**src/rtl/fabs_fadd_fcmp.sv**
```systemverilog
// Single-precision fadd / fabs / fcmp on AXI-Stream beats, flush-to-zero with round-to-nearest-even.
// Latency 2 cycles after acceptance; fully pipelined at one beat per cycle. FABS_FADD_FCMP_STATUS_EN adds m_axis_result_tuser.
// Backpressure: none; s_axis_tready is high whenever out of reset and results cannot be stalled.
module fabs_fadd_fcmp (
    input  logic        aclk,
    input  logic        aresetn,
    input  logic        s_axis_tvalid,
    output logic        s_axis_tready,
    input  logic [1:0]  s_axis_op,
    input  logic [31:0] s_axis_a_tdata,
    input  logic [31:0] s_axis_b_tdata,
    input  logic [5:0]  s_axis_operation_tdata,
    output logic        m_axis_result_tvalid,
    output logic [31:0] m_axis_result_tdata
`ifdef FABS_FADD_FCMP_STATUS_EN
    ,
    output logic [2:0]  m_axis_result_tuser
`endif
);

    typedef enum logic [1:0] {
        OP_FADD = 2'b00,
        OP_FABS = 2'b01,
        OP_FCMP = 2'b10,
        OP_RSVD = 2'b11
    } op_e;

    typedef struct packed {
        op_e         op;
        logic [31:0] a;
        logic [31:0] b;
        logic [5:0]  code;
    } beat_t;

    typedef struct packed {
        op_e         op;
        logic [31:0] dat;
        logic        nan;
        logic        inf;
        logic        inf_sgn;
        logic        zero_sgn;
        logic        sgn;
        logic [7:0]  exp;
        logic [27:0] sum;
    } mid_t;

    // ---------------- input capture ----------------
    logic  in_vld;
    beat_t in_dat;

    always_ff @(posedge aclk) begin
        if (!aresetn) begin
            s_axis_tready <= 1'b0;
            in_vld        <= 1'b0;
        end else begin
            s_axis_tready <= 1'b1;
            in_vld        <= s_axis_tvalid && s_axis_tready;
        end
    end

    always_ff @(posedge aclk) begin
        if (s_axis_tvalid && s_axis_tready) begin
            in_dat.op   <= op_e'(s_axis_op);
            in_dat.a    <= s_axis_a_tdata;
            in_dat.b    <= s_axis_b_tdata;
            in_dat.code <= s_axis_operation_tdata;
        end
    end

    // ---------------- stage 1: classify, align, add, compare ----------------
    logic        a_nan, b_nan, a_inf, b_inf, a_zro, b_zro;
    logic [30:0] a_mag, b_mag;
    logic        a_neg, b_neg;
    logic [23:0] a_man, b_man, x_man, y_man;
    logic        swap, x_sgn, y_sgn;
    logic [7:0]  x_exp, y_exp, exp_diff;
    logic [4:0]  shift_amt;
    logic [53:0] y_wide;
    logic [26:0] y_al;
    logic        cmp_un, cmp_lt, cmp_eq, cmp_gt, cmp_bit;
    mid_t        mid_nxt;

    always_comb begin
        a_nan = (in_dat.a[30:23] == 8'hFF) && (in_dat.a[22:0] != 23'd0);
        b_nan = (in_dat.b[30:23] == 8'hFF) && (in_dat.b[22:0] != 23'd0);
        a_inf = (in_dat.a[30:23] == 8'hFF) && (in_dat.a[22:0] == 23'd0);
        b_inf = (in_dat.b[30:23] == 8'hFF) && (in_dat.b[22:0] == 23'd0);
        // Subnormals collapse to a signed zero before anything else looks at them
        a_zro = (in_dat.a[30:23] == 8'd0);
        b_zro = (in_dat.b[30:23] == 8'd0);
        a_mag = a_zro ? 31'd0 : in_dat.a[30:0];
        b_mag = b_zro ? 31'd0 : in_dat.b[30:0];
        a_neg = in_dat.a[31] && !a_zro;
        b_neg = in_dat.b[31] && !b_zro;
        a_man = a_zro ? 24'd0 : {1'b1, in_dat.a[22:0]};
        b_man = b_zro ? 24'd0 : {1'b1, in_dat.b[22:0]};

        swap  = (b_mag > a_mag);
        x_sgn = swap ? in_dat.b[31]     : in_dat.a[31];
        y_sgn = swap ? in_dat.a[31]     : in_dat.b[31];
        x_exp = swap ? in_dat.b[30:23]  : in_dat.a[30:23];
        y_exp = swap ? in_dat.a[30:23]  : in_dat.b[30:23];
        x_man = swap ? b_man : a_man;
        y_man = swap ? a_man : b_man;

        // Guard/round/sticky alignment; shifts past 27 leave only the sticky bit
        exp_diff  = x_exp - y_exp;
        shift_amt = (exp_diff > 8'd27) ? 5'd27 : exp_diff[4:0];
        y_wide    = {y_man, 30'd0} >> shift_amt;
        y_al      = {y_wide[53:28], y_wide[27] | (|y_wide[26:0])};

        cmp_un = a_nan || b_nan;
        cmp_eq = (a_mag == b_mag) && (a_neg == b_neg);
        cmp_lt = (a_neg && !b_neg) ||
                 (!a_neg && !b_neg && (a_mag < b_mag)) ||
                 (a_neg && b_neg && (a_mag > b_mag));
        cmp_gt = !cmp_lt && !cmp_eq;
        cmp_bit = 1'b0;
        if (in_dat.code[2:0] == 3'b100) begin
            case (in_dat.code[5:3])
                3'd0:    cmp_bit = cmp_un;
                3'd1:    cmp_bit = !cmp_un && cmp_lt;
                3'd2:    cmp_bit = !cmp_un && cmp_eq;
                3'd3:    cmp_bit = !cmp_un && (cmp_lt || cmp_eq);
                3'd4:    cmp_bit = !cmp_un && cmp_gt;
                3'd5:    cmp_bit = cmp_un || !cmp_eq;
                3'd6:    cmp_bit = !cmp_un && (cmp_gt || cmp_eq);
                default: cmp_bit = 1'b0;
            endcase
        end

        mid_nxt.op = in_dat.op;
        case (in_dat.op)
            OP_FABS: mid_nxt.dat = {1'b0, in_dat.a[30:0]};
            OP_FCMP: mid_nxt.dat = {31'd0, cmp_bit};
            default: mid_nxt.dat = 32'd0;
        endcase
        mid_nxt.nan      = a_nan || b_nan || (a_inf && b_inf && (in_dat.a[31] ^ in_dat.b[31]));
        mid_nxt.inf      = a_inf || b_inf;
        mid_nxt.inf_sgn  = a_inf ? in_dat.a[31] : in_dat.b[31];
        mid_nxt.zero_sgn = in_dat.a[31] && in_dat.b[31];
        mid_nxt.sgn      = x_sgn;
        mid_nxt.exp      = x_exp;
        mid_nxt.sum      = (x_sgn ^ y_sgn) ? ({1'b0, x_man, 3'b000} - {1'b0, y_al})
                                           : ({1'b0, x_man, 3'b000} + {1'b0, y_al});
    end

    logic mid_vld;
    mid_t mid;

    always_ff @(posedge aclk) begin
        if (!aresetn) begin
            mid_vld <= 1'b0;
        end else begin
            mid_vld <= in_vld;
        end
    end

    always_ff @(posedge aclk) begin
        if (in_vld) begin
            mid <= mid_nxt;
        end
    end

    // ---------------- stage 2: normalise, round, pack ----------------
    logic [4:0]        lz;
    logic [26:0]       norm;
    logic signed [9:0] nexp, fexp;
    logic              round_up;
    logic [24:0]       rnd;
    logic [22:0]       frac;
    logic [31:0]       res_dat;

    always_comb begin
        lz = 5'd27;
        for (int i = 0; i <= 26; i++) begin
            if (mid.sum[i]) lz = 5'(26 - i);
        end
        if (mid.sum[27]) begin
            norm = {mid.sum[27:2], mid.sum[1] | mid.sum[0]};
            nexp = $signed({2'b00, mid.exp}) + 10'sd1;
        end else begin
            norm = mid.sum[26:0] << lz;
            nexp = $signed({2'b00, mid.exp}) - $signed({5'd0, lz});
        end
        round_up = norm[2] && (norm[1] || norm[0] || norm[3]);
        rnd      = {1'b0, norm[26:3]} + {24'd0, round_up};
        if (rnd[24]) begin
            fexp = nexp + 10'sd1;
            frac = rnd[23:1];
        end else begin
            fexp = nexp;
            frac = rnd[22:0];
        end

        if (mid.op != OP_FADD)      res_dat = mid.dat;
        else if (mid.nan)           res_dat = 32'h7FC0_0000;
        else if (mid.inf)           res_dat = {mid.inf_sgn, 8'hFF, 23'd0};
        else if (mid.sum == 28'd0)  res_dat = {mid.zero_sgn, 31'd0};
        else if (nexp <= 0)         res_dat = {mid.sgn, 31'd0};
        else if (fexp >= 255)       res_dat = {mid.sgn, 8'hFF, 23'd0};
        else                        res_dat = {mid.sgn, fexp[7:0], frac};
    end

    always_ff @(posedge aclk) begin
        if (!aresetn) begin
            m_axis_result_tvalid <= 1'b0;
            m_axis_result_tdata  <= 32'd0;
        end else begin
            m_axis_result_tvalid <= mid_vld;
            if (mid_vld) begin
                m_axis_result_tdata <= res_dat;
            end
        end
    end

`ifdef FABS_FADD_FCMP_STATUS_EN
    logic mid_inv;
    logic fadd_fin, res_ovf, res_unf;

    always_ff @(posedge aclk) begin
        if (in_vld) begin
            mid_inv <= ((in_dat.op == OP_FADD) && mid_nxt.nan) ||
                       ((in_dat.op == OP_FCMP) && cmp_un);
        end
    end

    always_comb begin
        fadd_fin = (mid.op == OP_FADD) && !mid.nan && !mid.inf && (mid.sum != 28'd0);
        res_unf  = fadd_fin && (nexp <= 0);
        res_ovf  = fadd_fin && (nexp > 0) && (fexp >= 255);
    end

    always_ff @(posedge aclk) begin
        if (!aresetn) begin
            m_axis_result_tuser <= 3'b000;
        end else if (mid_vld) begin
            m_axis_result_tuser <= {mid_inv, res_ovf, res_unf};
        end
    end
`endif

endmodule

```
**config.mk**
```make
export PLATFORM = sky130hd
export DESIGN_NAME = fabs_fadd_fcmp
export DESIGN_NICKNAME = d
export VERILOG_FILES = /design/src/rtl/fabs_fadd_fcmp.sv
export SDC_FILE = /design/constraint.sdc
export NUM_CORES = 1
export LEC_CHECK = 0
export ABC_AREA = 1
export ABC_CLOCK_PERIOD_IN_PS = 11400
export CORE_MARGIN = 2
export CORE_UTILIZATION = 40
export CTS_BUF_LIST = sky130_fd_sc_hd__clkbuf_8
export DETAILED_ROUTE_END_ITERATION = 8
export PLACE_DENSITY = 0.65
export SLEW_MARGIN = 20
export SYNTH_ARGS = -nofsm -noshare
export SYNTH_HDL_FRONTEND = slang
export SYNTH_SLANG_ARGS = --single-unit
```
**constraint.sdc**
```tcl
create_clock -name aclk -period 11.4 [get_ports aclk]
set_clock_uncertainty 0.2 [all_clocks]
set_input_delay 1.71 -clock aclk [delete_from_list [all_inputs] [get_ports aclk]]
set_output_delay 1.71 -clock aclk [all_outputs]
set_load 0.02 [all_outputs]
```
==> results.md <==
* Setup_tns at 0 ps
* Die ar. at 43550 um^2
* # resized after CTS at 0
* Initial Util at 40.76%
* Critical path's slowest cell: inv_1
* Drt pass-1 iters at 8
* Sequential share of the synthesized area at 30.46%
* Worst Hold Depth at 2
* CP Depth at 58
* Via density at 5.521
* Setup Fix Bufs, Post-CTS at 0
* Main synth FF type: edfxtp_1
* Pin count of the biggest net entering global routing at 102
* Post-synth ARST share at 0%
* Largest family of logic cells by synthesized area: simple AND/OR/NAND/NOR gates
* Max-cap viol count at 0
* CTS Buf Count at 17
* Nets at 2775
* Fraction of the mapped netlist area in simple logic gates at 36.62%
* Commonest cells after routing, fill and taps aside: nand2_1, nand3_1, inv_1, nor2_1, o21ai_0
* Share of the synthesized area in the top cell type at 26.16%
* Layout cells sized above 1 at 3.748%
* Worst-case reg-to-reg path depth at 58
* All-Layer GR Usage at 27.11%
* Max-slew violations at 0
* Via count at 17379
* Worst EP arrival at 10570 ps
* Initial antenna violation count at 1
* Cell Area, Synth at 16760 um^2
* XOR/XNOR share of the synthesized area at 3.031%
* Most common cell after layout, fill and taps aside: nand2_1
* Max stage delay on crit path at 570 ps
* Peak VDD IR at 102.7 uV
* Clock Tree Buf Depth at 2
* Congestion Overflow GR at 0
* CTS tree: done
* Chip Height at 208.7 um
* Mux contribution to synthesized area at 0%
* Syn Nets at 2739
* RSZ-0062 raised after global routing: false
* FP Rows at 74
* CTS Hold Bufs at 0
* Layout area overhead at 10.79%
* WP data required at 11490 ps
* Critical Setup Path Class: reg2reg
* I/O Buffers at 108
* Seq cells post-synth at 182
* Pleak at 8.707 nW
* Clock sinks at 182
* Post-synth top area cell: edfxtp_1
* Synth Instances at 2566
* Number of remaining DRC errors at 0
* Endpoints failing hold at 0
* Syn_area_per_cell at 6.531 um^2
* Tmin final at 10470 ps
* Critical path buffers and inverters at 12
* Finished Core Util at 45.16%
* Netlist cell types at 60
* Dominant cells by area after synthesis: edfxtp_1, nand2_1, nand3_1, inv_1, ha_1
* Clock root buffer master: clkbuf_8
* Worst setup SP type: flop
* Worst slew pin tran at 978.0 ps
* Clock-pin slew on the worst setup and hold paths at 110 ps
* CP delay by family, top: compound AO/OA/AOI/OAI gates
* Die W at 208.7 um
* P per Cell Area at 105.0 nW/um^2
* Post-synth EDFFs at 146
* Synth Area in Compound Gates at 11.92%
* Number of global-route vias before repair at 16122
* Outcome: finished, final reports clean
* Max Clk Rate at 95.51 MHz
* Synth Warn # at 0
* Core area at 41110 um^2
* Max-slew headroom at 34.11%
* Drt total wl at 59.60 mm
* Critical path fanouts, max at 31
* Final setup viols at 0
* Worst min-delay path class: reg2reg
* Antenna Nets Post-Route at 0
* Tcrit/Tclk final at 91.84%
* Crit end category: flop
* DP HPWL at 48.37 mm
* WL per Instance at 18.93 um
* First-pass GRT wire length at 91.69 mm
* Initial drt markers at 1850
* Post-Synth Adder-Cell Area at 7.407%
* Clk Latency, worst-skew pair at 530 ps
* CTS H-tree depth at 4
* RD Place Congestion at 0.9534
* Ports at 109
[Yosys cell counts (5+ instances only)]
cell,instances
a21oi_1,136
a31oi_1,13
buf_1,9
buf_2,19
buf_4,5
clkbuf_1,71
dfxtp_1,36
edfxtp_1,146
ha_1,96
inv_1,329
inv_2,12
nand2_1,700
nand2_2,9
nand3_1,333
nand3b_1,6
nand4_1,63
nor2_1,227
nor2_2,6
nor3_1,31
nor4_1,17
o211ai_1,5
o21ai_0,148
o21ai_1,23
xnor2_1,7
xor2_1,51
[kinds of logic after synthesis]
| family | Yosys count |
|---|---|
| adders and majority gates | 98 |
| xor gates and xnor gates | 58 |
| DFF | 182 |
| and+or+nand+nor | 1410 |
| AOI/OAI and AO/OA | 366 |
| buffers and inverters | 452 |
[where the power goes]
part,internal [mW],switching [mW]
sequential,0.750,0.0260
clock,0.203,0.250
combinational,0.222,0.499
total,1.17,0.775
[routing by layer]
metal / GRT usage (%) / share of wire (%)
met1: 36.88 / 45
met3: 4.103 / 6.1
met5: 0 / 0
met4: 8.571 / 2.9
met2: 44.28 / 46
[registers in the layout, indices dropped and copies added (netlist names)]
name                  cells
in_dat                   72
s_axis_tready             1
m_axis_result_tdata      32
mid_vld                   1
m_axis_result_tvalid      1
mid                      74
in_vld                    1
[worst reg2reg max path: cells and delay by family, from the launching register on]
kind	cells	cell delay [ps]
xor gates and xnor gates	2	340
adders and majority gates	3	830
buffers and inverters	12	2270
and+or+nand+nor	23	2700
AOI/OAI and AO/OA	18	3470
DFF	1	410
[area by class of cell]
type | instances | area (um^2)
fillers | 4364 | 22540
multi-input cells | 1933 | 9898
flip-flops and latches | 182 | 5109
inverters | 344 | 1291
repair buffers | 124 | 1205
well taps | 532 | 665.6
clock buffers | 18 | 247.7
clock inverters | 14 | 146.4
diodes | 1 | 2.502
[final timing paths]
kind / start / endpoint / slack (ps)
hold reg to reg: m_axis_result_tdata[24]$_SDFFE_PN0P_ / m_axis_result_tdata[24]$_SDFFE_PN0P_ / 280
setup reg to reg: in_dat[31]$_DFFE_PP_ / mid[26]$_DFFE_PP_ / 930
hold / removal: m_axis_result_tdata[24]$_SDFFE_PN0P_ / m_axis_result_tdata[24]$_SDFFE_PN0P_ / 280
setup / recovery: in_dat[31]$_DFFE_PP_ / mid[26]$_DFFE_PP_ / 930
[metrics by stage]
step	cells	total power, mW	setup slack, ps	hold slack (ps)	cell area (um^2)
after floorplan	2566	1.270	3390	254.3	16760
after global placement	3114	1.494	1052	255.7	18150
after detailed placement	3114	1.495	1011	260.4	18150
after CTS	3146	1.945	990.1	274.6	18550
after global routing	3147	2.063	10.52	303.7	18560
final	3148	1.950	929.7	277.0	18570
Power figures use the tool's default switching activity.
